**config.mk**
```make
export PLATFORM = sky130hd
export DESIGN_NAME = exec_muldiv_unit_flat
export DESIGN_NICKNAME = d
export VERILOG_FILES = /design/src/rtl/exec_muldiv_unit_pkg.sv /design/src/rtl/exec_muldiv_unit_if.sv /design/src/rtl/exec_muldiv_unit_abs_neg.sv /design/src/rtl/exec_muldiv_unit.sv /design/src/flat_wrapper.sv
export SDC_FILE = /design/constraint.sdc
export NUM_CORES = 1
export LEC_CHECK = 0
export BUFFER_PORTS_ARGS = -buffer_cell sky130_fd_sc_hd__buf_2
export CAP_MARGIN = 20
export CORE_MARGIN = 2
export CORE_UTILIZATION = 45
export DETAILED_ROUTE_END_ITERATION = 10
export GPL_ROUTABILITY_DRIVEN = 0
export PLACE_DENSITY = 0.73
export SLEW_MARGIN = 20
export SYNTH_ARGS = -nofsm -noshare
export SYNTH_HDL_FRONTEND = slang
export SYNTH_SLANG_ARGS = --single-unit
```
**constraint.sdc**
```tcl
create_clock -name clk -period 4.4 [get_ports clk]
set_input_delay 0.66 -clock clk [delete_from_list [all_inputs] [get_ports clk]]
set_output_delay 0.66 -clock clk [all_outputs]
set_load 0.01 [all_outputs]
```
**src/rtl/exec_muldiv_unit_pkg.sv**
```systemverilog
// Shared encodings for the execute-stage multiply/divide unit.
// Op codes mirror the dec2exec muldiv op field; states cover the iterative FSM.
package exec_muldiv_unit_pkg;
    localparam logic [2:0] MULDIV_OP_MULT  = 3'd0;
    localparam logic [2:0] MULDIV_OP_MULTU = 3'd1;
    localparam logic [2:0] MULDIV_OP_DIV   = 3'd2;
    localparam logic [2:0] MULDIV_OP_DIVU  = 3'd3;
    localparam logic [2:0] MULDIV_OP_MTHI  = 3'd4;
    localparam logic [2:0] MULDIV_OP_MTLO  = 3'd5;

    typedef enum logic [2:0] {
        S_IDLE,
        S_MUL,
        S_DIV,
        S_FIXUP,
        S_DONE
    } muldiv_state_e;

    function automatic logic is_arith_op(input logic [2:0] op);
        return op <= MULDIV_OP_DIVU;
    endfunction

    function automatic logic is_signed_op(input logic [2:0] op);
        return (op == MULDIV_OP_MULT) || (op == MULDIV_OP_DIV);
    endfunction
endpackage

```
**src/rtl/exec_muldiv_unit_if.sv**
```systemverilog
// dec2exec-side bundle of the multiply/divide unit; master = pipeline, slave = unit.
// div_zero exists only when MULDIV_DIVZERO_TRAP_EN is defined.
interface exec_muldiv_unit_if #(
    parameter int DATA_WIDTH      = 32,
    parameter int FREE_LIST_WIDTH = 3
);
    logic                       flush;
    logic                       global_flush;
    logic                       start;
    logic [2:0]                 op;
    logic [DATA_WIDTH-1:0]      alu_rs;
    logic [DATA_WIDTH-1:0]      alu_rt;
    logic [FREE_LIST_WIDTH-1:0] active_list_index_in;
    logic                       stall_req;
    logic                       done;
    logic [FREE_LIST_WIDTH-1:0] active_list_index_out;
    logic [DATA_WIDTH-1:0]      hi;
    logic [DATA_WIDTH-1:0]      lo;
`ifdef MULDIV_DIVZERO_TRAP_EN
    logic                       div_zero;

    modport master (output flush, global_flush, start, op, alu_rs, alu_rt, active_list_index_in,
                    input  stall_req, done, active_list_index_out, hi, lo, div_zero);
    modport slave  (input  flush, global_flush, start, op, alu_rs, alu_rt, active_list_index_in,
                    output stall_req, done, active_list_index_out, hi, lo, div_zero);
`else
    modport master (output flush, global_flush, start, op, alu_rs, alu_rt, active_list_index_in,
                    input  stall_req, done, active_list_index_out, hi, lo);
    modport slave  (input  flush, global_flush, start, op, alu_rs, alu_rt, active_list_index_in,
                    output stall_req, done, active_list_index_out, hi, lo);
`endif
endinterface

```
**src/rtl/exec_muldiv_unit_abs_neg.sv**
```systemverilog
// Conditional two's-complement negate: magnitude of a signed operand, or sign fixup of a result.
module muldiv_abs_neg #(
    parameter int W = 32
) (
    input  logic [W-1:0] i_val,
    input  logic         i_neg,
    output logic [W-1:0] o_val
);
    assign o_val = i_neg ? (~i_val + {{(W-1){1'b0}}, 1'b1}) : i_val;
endmodule

```
**src/rtl/exec_muldiv_unit.sv**
```systemverilog
// Iterative MULT/MULTU/DIV/DIVU unit owning HI/LO; one bit per cycle, stalls upstream while busy.
// Optional MULDIV_DIVZERO_TRAP_EN: divide by zero keeps HI/LO and pulses div_zero with done.
module exec_muldiv_unit
    import exec_muldiv_unit_pkg::*;
#(
    parameter int DATA_WIDTH      = 32,
    parameter int FREE_LIST_WIDTH = 3
) (
    input logic               clk,
    input logic               rst_n,
    exec_muldiv_unit_if.slave bus
);
    localparam int W     = DATA_WIDTH;
    localparam int CNT_W = $clog2(DATA_WIDTH);

    muldiv_state_e              r_state;
    logic [CNT_W-1:0]           r_cnt;
    logic [W-1:0]               r_opnd;
    logic [2*W-1:0]             r_acc;
    logic                       r_neg_q;
    logic                       r_neg_r;
    logic                       r_is_div;
    logic [W-1:0]               r_hi;
    logic [W-1:0]               r_lo;
    logic                       r_done;
    logic [FREE_LIST_WIDTH-1:0] r_tag;
`ifdef MULDIV_DIVZERO_TRAP_EN
    logic                       r_dz_pend;
    logic                       r_divz;
`endif

    logic           w_sgn;
    logic           w_flush;
    logic           w_rt_zero;
    logic [W-1:0]   w_abs_rs;
    logic [W-1:0]   w_abs_rt;
    logic [W:0]     w_mul_sum;
    logic [2*W-1:0] w_mul_next;
    logic [W:0]     w_div_sh;
    logic [W:0]     w_div_diff;
    logic [2*W-1:0] w_div_next;
    logic [2*W-1:0] w_prod;
    logic [W-1:0]   w_quot;
    logic [W-1:0]   w_rem;

    assign w_sgn     = is_signed_op(bus.op);
    assign w_flush   = bus.flush | bus.global_flush;
    assign w_rt_zero = (bus.alu_rt == '0);

    muldiv_abs_neg #(.W(W)) u_abs_rs (
        .i_val(bus.alu_rs), .i_neg(w_sgn & bus.alu_rs[W-1]), .o_val(w_abs_rs));
    muldiv_abs_neg #(.W(W)) u_abs_rt (
        .i_val(bus.alu_rt), .i_neg(w_sgn & bus.alu_rt[W-1]), .o_val(w_abs_rt));

    // Shift-add: upper half accumulates the multiplicand, multiplier drains out of the lower half.
    assign w_mul_sum  = {1'b0, r_acc[2*W-1:W]} + {1'b0, (r_acc[0] ? r_opnd : {W{1'b0}})};
    assign w_mul_next = {w_mul_sum, r_acc[W-1:1]};

    // Restoring divide: {rem, quot} shifts left, quotient bits enter at the bottom.
    assign w_div_sh   = {r_acc[2*W-1:W], r_acc[W-1]};
    assign w_div_diff = w_div_sh - {1'b0, r_opnd};
    assign w_div_next = w_div_diff[W] ? {w_div_sh[W-1:0],   r_acc[W-2:0], 1'b0}
                                      : {w_div_diff[W-1:0], r_acc[W-2:0], 1'b1};

    muldiv_abs_neg #(.W(2*W)) u_fix_prod (.i_val(r_acc),          .i_neg(r_neg_q), .o_val(w_prod));
    muldiv_abs_neg #(.W(W))   u_fix_quot (.i_val(r_acc[W-1:0]),   .i_neg(r_neg_q), .o_val(w_quot));
    muldiv_abs_neg #(.W(W))   u_fix_rem  (.i_val(r_acc[2*W-1:W]), .i_neg(r_neg_r), .o_val(w_rem));

    always_ff @(posedge clk or negedge rst_n) begin
        if (!rst_n) begin
            r_state  <= S_IDLE;
            r_cnt    <= '0;
            r_opnd   <= '0;
            r_acc    <= '0;
            r_neg_q  <= 1'b0;
            r_neg_r  <= 1'b0;
            r_is_div <= 1'b0;
            r_hi     <= '0;
            r_lo     <= '0;
            r_done   <= 1'b0;
            r_tag    <= '0;
`ifdef MULDIV_DIVZERO_TRAP_EN
            r_dz_pend <= 1'b0;
            r_divz    <= 1'b0;
`endif
        end else begin
            r_done <= 1'b0;
`ifdef MULDIV_DIVZERO_TRAP_EN
            r_divz <= 1'b0;
`endif
            if (w_flush) begin
                r_state <= S_IDLE;
            end else begin
                case (r_state)
                    S_IDLE: if (bus.start) begin
                        if (is_arith_op(bus.op)) begin
                            r_tag    <= bus.active_list_index_in;
                            r_cnt    <= '0;
                            r_is_div <= bus.op[1];
                            r_neg_q  <= w_sgn & (bus.alu_rs[W-1] ^ bus.alu_rt[W-1]);
                            r_neg_r  <= w_sgn & bus.alu_rs[W-1];
`ifdef MULDIV_DIVZERO_TRAP_EN
                            r_dz_pend <= bus.op[1] & w_rt_zero;
`endif
                            if (!bus.op[1]) begin
                                r_opnd  <= w_abs_rs;
                                r_acc   <= {{W{1'b0}}, w_abs_rt};
                                r_state <= S_MUL;
                            end else if (w_rt_zero) begin
`ifndef MULDIV_DIVZERO_TRAP_EN
                                r_hi <= bus.alu_rs;
                                r_lo <= '1;
`endif
                                r_state <= S_DONE;
                            end else begin
                                r_opnd  <= w_abs_rt;
                                r_acc   <= {{W{1'b0}}, w_abs_rs};
                                r_state <= S_DIV;
                            end
                        end else if (bus.op == MULDIV_OP_MTHI || bus.op == MULDIV_OP_MTLO) begin
                            if (bus.op == MULDIV_OP_MTHI) r_hi <= bus.alu_rs;
                            else                          r_lo <= bus.alu_rs;
                            r_tag  <= bus.active_list_index_in;
                            r_done <= 1'b1;
                        end
                    end
                    S_MUL: begin
                        r_acc <= w_mul_next;
                        r_cnt <= r_cnt + 1'b1;
                        if (r_cnt == CNT_W'(W-1)) r_state <= S_FIXUP;
                    end
                    S_DIV: begin
                        r_acc <= w_div_next;
                        r_cnt <= r_cnt + 1'b1;
                        if (r_cnt == CNT_W'(W-1)) r_state <= S_FIXUP;
                    end
                    S_FIXUP: begin
                        if (r_is_div) begin
                            r_hi <= w_rem;
                            r_lo <= w_quot;
                        end else begin
                            r_hi <= w_prod[2*W-1:W];
                            r_lo <= w_prod[W-1:0];
                        end
                        r_state <= S_DONE;
                    end
                    S_DONE: begin
                        r_done <= 1'b1;
`ifdef MULDIV_DIVZERO_TRAP_EN
                        r_divz <= r_dz_pend;
`endif
                        r_state <= S_IDLE;
                    end
                    default: r_state <= S_IDLE;
                endcase
            end
        end
    end

    assign bus.stall_req = (r_state == S_MUL) || (r_state == S_DIV) || (r_state == S_FIXUP) ||
                           ((r_state == S_IDLE) && bus.start && is_arith_op(bus.op));
    assign bus.done                  = r_done;
    assign bus.active_list_index_out = r_tag;
    assign bus.hi                    = r_hi;
    assign bus.lo                    = r_lo;
`ifdef MULDIV_DIVZERO_TRAP_EN
    assign bus.div_zero = r_divz;
`endif
endmodule

```
**src/flat_wrapper.sv**
```systemverilog
// flat-port wrapper written by rule: the top's interface ports become plain ports
module exec_muldiv_unit_flat import exec_muldiv_unit_pkg::*;
#(
    parameter int DATA_WIDTH      = 32,
    parameter int FREE_LIST_WIDTH = 3
)
  (clk, rst_n, bus_flush, bus_global_flush, bus_start, bus_op, bus_alu_rs, bus_alu_rt, bus_active_list_index_in, bus_stall_req, bus_done, bus_active_list_index_out, bus_hi, bus_lo);
  exec_muldiv_unit_if #(.DATA_WIDTH(DATA_WIDTH), .FREE_LIST_WIDTH(FREE_LIST_WIDTH)) bus_i ();
  input logic clk;
  input logic rst_n;
  input wire logic [$bits(bus_i.flush)-1:0] bus_flush;
  input wire logic [$bits(bus_i.global_flush)-1:0] bus_global_flush;
  input wire logic [$bits(bus_i.start)-1:0] bus_start;
  input wire logic [$bits(bus_i.op)-1:0] bus_op;
  input wire logic [$bits(bus_i.alu_rs)-1:0] bus_alu_rs;
  input wire logic [$bits(bus_i.alu_rt)-1:0] bus_alu_rt;
  input wire logic [$bits(bus_i.active_list_index_in)-1:0] bus_active_list_index_in;
  output wire logic [$bits(bus_i.stall_req)-1:0] bus_stall_req;
  output wire logic [$bits(bus_i.done)-1:0] bus_done;
  output wire logic [$bits(bus_i.active_list_index_out)-1:0] bus_active_list_index_out;
  output wire logic [$bits(bus_i.hi)-1:0] bus_hi;
  output wire logic [$bits(bus_i.lo)-1:0] bus_lo;
  assign bus_i.flush = bus_flush;
  assign bus_i.global_flush = bus_global_flush;
  assign bus_i.start = bus_start;
  assign bus_i.op = bus_op;
  assign bus_i.alu_rs = bus_alu_rs;
  assign bus_i.alu_rt = bus_alu_rt;
  assign bus_i.active_list_index_in = bus_active_list_index_in;
  assign bus_stall_req = bus_i.stall_req;
  assign bus_done = bus_i.done;
  assign bus_active_list_index_out = bus_i.active_list_index_out;
  assign bus_hi = bus_i.hi;
  assign bus_lo = bus_i.lo;
  exec_muldiv_unit #(.DATA_WIDTH(DATA_WIDTH), .FREE_LIST_WIDTH(FREE_LIST_WIDTH)) u_core (.clk(clk), .rst_n(rst_n), .bus(bus_i));
endmodule
```
### After elaboration in Yosys (flattened, before gate mapping)

Cells that the tools add are included.
W data, S select, Z words.

| storage, ports and cells | value |
|---|---|
| register bits | 175 |
| bits of input ports | 75 |
| output and inout port bits | 69 |
| logic and storage cells | 121 |

| cells by class | value |
|---|---|
| add/subtract/negate cells | 8 |
| magnitude comparators | 1 |
| equal/unequal tests | 20 |
| mux-type cells | 47 |
| bitwise gates (word level) | 11 |
| reduce and logical (&&, ||, !) cells | 23 |

Operator list:

| cell | number |
|---|---|
| $mux W32 | 21 |
| $mux W64 | 6 |
| $pmux W64 S3 | 1 |
| $add A32 B1 Y32 const B | 4 |
| $not A32 Y32 | 4 |
| $pmux W32 S2 | 2 |
| $add A64 B1 Y64 const B | 1 |
| $not A64 Y64 | 1 |
| $add A32 B32 Y33 | 1 |
| $sub A33 B32 Y33 | 1 |
| $logic_not A32 Y1 | 1 |
| $mux W3 | 8 |
| $reduce_and A7 Y1 | 2 |
| $ne A3 B1 Y1 const B | 4 |
| $reduce_and A4 Y1 | 3 |
| $mux W5 | 2 |
| $pmux W5 S2 | 1 |
| $reduce_and A5 Y1 | 2 |
| $eq A3 B2 Y1 const B | 3 |
| $eq A3 B3 Y1 const B | 3 |
| $ne A3 B2 Y1 const B | 3 |
| $pmux W3 S3 | 1 |
| $logic_not A3 Y1 | 2 |
| $ne A3 B3 Y1 const B | 2 |
| 18 further kinds | 31 |

### Logic depth before layout (Yosys ltp)

| depth | value |
|---|---|
| word-level depth | 9 |
| depth in mapped cells | 16 |
| mapped depth without buffers | 14 |

### Hierarchy

Synthesis repeated with hierarchy kept, for this count alone.

| unflattened totals | value |
|---|---|
| cell total of the unflattened synthesis | 2219 |
| area, all modules | 18101.1 um^2 |

Modules (own cells, without submodules):

| module | instances | cells an instance | area each (um^2) | sequential area each (um^2) |
|---|---|---|---|---|
| exec_muldiv_unit | 1 | 1617 | 13344.0 | 4379.2 |
| muldiv_abs_neg (u_core.u_abs_rs ...) | 4 | 99 | 777.0 | 0.0 |
| muldiv_abs_neg (u_core.u_fix_prod) | 1 | 206 | 1649.1 | 0.0 |

### Worst setup path after synthesis

No wires, ideal clock.

| timing path | value |
|---|---|
| path kind | register -> register |
| start point | reg u_core.r_acc[31] |
| end point | reg u_core.r_acc[40] |
| setup time | 133 ps |
| data arrival time | 3562 ps |
| data required time | 4267 ps |
| path slack | 705 ps |
| stages on the path, launching flop included | 16 |
| path buffers | 2 |
| period minus slack after synthesis | 3695 ps |
| path through | dfrtp_1 -> clkdlybuf4s15_1 -> inv_1 -> ha_1 -> fa_1 -> nand2b_1 -> a21oi_1 -> o211ai_1 -> nand4_1 -> o211ai_1 -> o41ai_1 -> xnor2_1 -> clkbuf_1 -> mux2_2 -> a22oi_1 -> o21ai_0 |

| between the ends | value |
|---|---|
| word-level cells in the longest chain between the ends | 3 |

Ends and longest elaborated chain:

| element | RTL line | source |
|---|---|---|
| from (decl) | exec_muldiv_unit.sv:19 | `logic [2*W-1:0] r_acc;` |
| from (signal assigned) | exec_muldiv_unit.sv:107 | `r_acc <= {{W{1'b0}}, w_abs_rt};` |
| from (signal assigned) | exec_muldiv_unit.sv:117 | `r_acc <= {{W{1'b0}}, w_abs_rs};` |
| from (signal assigned) | exec_muldiv_unit.sv:128 | `r_acc <= w_mul_next;` |
| $sub A33 B32 Y33 | exec_muldiv_unit.sv:61 | `assign w_div_diff = w_div_sh - {1'b0, r_opnd};` |
| $mux W64 | exec_muldiv_unit.sv:62 | `assign w_div_next = w_div_diff[W] ? {w_div_sh[W-1:0], r_acc[W-2:0], 1'b0}` |
| $pmux W64 S3 | exec_muldiv_unit.sv:94 | `case (r_state)` |

No other way between the ends.
A chain may end at the register's enable or synchronous reset.

### Worst setup path after layout

| timing path | value |
|---|---|
| start point | reg u_core.r_acc[0] |
| end point | reg u_core.r_acc[53] |

| between the ends | value |
|---|---|
| word-level cells in the longest chain between the ends | 3 |

Ends and longest elaborated chain:

| element | RTL line | source |
|---|---|---|
| $mux W32 | exec_muldiv_unit.sv:56 | `assign w_mul_sum = {1'b0, r_acc[2*W-1:W]} + {1'b0, (r_acc[0] ? r_opnd : {W{1'b0}})};` |
| $add A32 B32 Y33 | exec_muldiv_unit.sv:56 |  |
| $pmux W64 S3 | exec_muldiv_unit.sv:94 |  |

No other way between the ends.

==> reports/summary.txt <==
Status: finished, final reports clean
RSZ-0062 raised after global routing: false
Period utilization: 91.9%
Final hold violation count: 0
Initial antenna violation count: 1
Data arrival, critical path: 4.39 ns
Clock root cell: clkbuf_16
Final Max Tran Viols: 0
Clock Skews: 0.0211 ns
Critical Path Source Type: register
Share of flip-flops with an asynchronous set or reset: 100%
1st-iter DRT viols: 2,202
Power per Cell Area: 405 nW/µm²
Initial core utilization: 45.8%
Number of buffers added for setup after CTS: 0
Most numerous cell in the Yosys netlist: nand2_1
Leading area contributor after synthesis: dfrtp_1
Hold Path Class: input pin to asynchronous set/reset pin
Yosys reg bits: 175
I/O Pins: 144
CP required: 4.75 ns
Drt total wl: 53,300 µm
Max clock buf depth: 2
Ys flop type: dfrtp_1
Clock transition at path regs: 0.08 ns
Die Area: 35,700 µm²
DP HPWL: 41,100 µm
H-tree Lvls: 4
Mapped Nets: 2,154
Die Width: 189 µm
Crit Path Class: register to register
Worst-Margin Slew: 0.878 ns
Clk sink count: 175
Synth top area cells: dfrtp_1, o21ai_0, xnor2_1
Worst-skew pair later-pin latency: 0.47 ns
Tmin final: 4.04 ns
DR vias: 16.0k
Core ar.: 33,600 µm²
Num CTS Buffers: 17
Total leakage power: 7.66 nW
Nets: 2,225
First-pass GRT wire length: 82,200 µm
Largest net degree at the start of global routing: 78
EDFF count, synth: 0
Post-synthesis instance area: 15,400 µm²
DR vias/cell: 6.29
Peak supply drop: 228 µV
Setup crit end kind: register
Crit path max fanout: 6
Syn. warnings: 0
DRC viols: 0
Routed Antenna Nets: 0
All-Layer GR Usage: 29.3%
Cts repair resizes: 0
Register area share after synthesis: 28.4%
DRT Pass-1 Iters: 7
Cell variety after synth: 81
Top cell type's share of synthesized area: 28.4%
Antenna cells: 0
Fillers: 3,189
Hold-fix buffers, CTS: 0
Most frequent cells after synthesis: nand2_1, o21ai_0, nor2_1
Setup TNS: 0 ns
Worst slew margin: 41.4%
Post-Syn Instances: 2,007
TritonCTS clock tree: built
Placed inst area: 16,500 µm²
Max-Cap Viols: 0
Syn_area_per_cell: 7.67 µm²
Fmax: 0.247 GHz
Port bufs: 143
Die H: 189 µm
Final Instance Area: 17,000 µm²
WL per Instance: 21.0 µm
Vias in the first global route: 14.6k
Area grow syn2layout: 10.6%
Layout cells sized above 1: 13.1%
Total grt overflow: 0
Setup Viol. Count Final: 0
Cell Rows: 67
kinds of logic (layout without fill, tap and decap cells):
logic type      count (synthesis)  after routing  synth area share (%)
compound gates                662            662                  26.7
xor+xnor                      177            177                  10.1
fa+ha+maj                      72             72                  5.95
buf+inv                       203            287                  5.54
flops                         175            175                  28.4
mux                            33             33                  2.29
simple gates                  685            685                  21.0
routing by layer:
metal  vias to the layer above  share of wire, %  track usage (%)
met2                      1040                42             43.8
met1                      7404                42             40.4
met3                       180                11             6.12
met5                         -                 0                0
li1                       7351                 -                -
met4                         0               5.0             14.3
worst paths after layout:
kind,startpoint,end,slack [ns],cells past startpoint
worst max-delay path,u_core.r_acc[0]$_DFFE_PN0P_,u_core.r_acc[53]$_DFFE_PN0P_,0.36,15
worst min-delay path,rst_n,u_core.r_cnt[4]$_DFFE_PN0P_,0.23,1
worst max register to register,u_core.r_acc[0]$_DFFE_PN0P_,u_core.r_acc[53]$_DFFE_PN0P_,0.36,15
worst min register to register,u_core.bus.hi[22]$_DFFE_PN0P_,u_core.bus.hi[22]$_DFFE_PN0P_,0.47,1
max in group asynchronous,rst_n,u_core.bus.hi[16]$_DFFE_PN0P_,3.15,2
min in group clk,bus_active_list_index_in[0],u_core.bus.active_list_index_out[0]$_DFFE_PN0P_,0.43,2
cell usage in the layout (no fill, tap or decap), drive strengths merged, types with 37 or more instances in the layout:
master  instances
ha             70
xor2           65
nor3           38
a21oi         154
a21o           38
o21ai         229
dfrtp         175
buf           191
xnor2         112
nand3          37
or3            52
nor2          196
inv            72
nand2         247
registers in the layout, summed over array words and instances (netlist names):
name / cells
u_core.r_state: 3
u_core.r_neg_r: 1
u_core.r_cnt: 5
u_core.r_acc: 64
u_core.bus.active_list_index_out: 3
u_core.bus.done: 1
u_core.bus.lo: 32
u_core.r_neg_q: 1
u_core.r_is_div: 1
u_core.bus.hi: 32
u_core.r_opnd: 32
power breakdown:
group	total, mW	leakage, nW	switching, mW	internal [mW]
Combinational	3.00	5.16	1.80	1.20
Sequential	2.37	2.23	0.403	1.96
Clock	1.53	0.278	0.777	0.751
cell type report:
class	instances	area (µm²)	share of cell area, %
clock buffer	17	425	2.50
clock inverter	15	141	0.830
inverter	64	240	1.41
multi-input combinational	1629	10200	59.8
sequential	175	4380	25.7
tap	448	561	3.29
timing repair buffer	191	1090	6.43
metrics by stage:
step / utilization (%) / cells / total power [mW] / hold WS [ns] / setup WS [ns]
after floorplan: - / 2007 / 4.35 / 0.364 / 0.705
after global placement: 49.0 / 2507 / 5.23 / 0.457 / 0.542
after detailed placement: 49.0 / 2507 / 5.30 / 0.463 / 0.462
after CTS: 50.6 / 2539 / 6.81 / 0.268 / 0.426
after global routing: 50.6 / 2539 / 7.27 / 0.298 / 0.110
final: 50.6 / 2539 / 6.89 / 0.233 / 0.356
worst max-delay path, cell delays in order, from the launching register on:
cell and delay [ns]:
dfrtp_1 0.45, and2_1 0.16, ha_1 0.20, inv_1 0.07, fa_1 0.39, nand2b_1 0.19
a211oi_1 0.37, o21ai_0 0.21, o21ai_0 0.46, a31oi_1 0.26, o31ai_1 0.40, buf_4 0.19
o21a_1 0.10, nor2_1 0.04, xnor2_1 0.12, a221o_1 0.31
No activity file was read; power rests on OpenSTA's default activity.
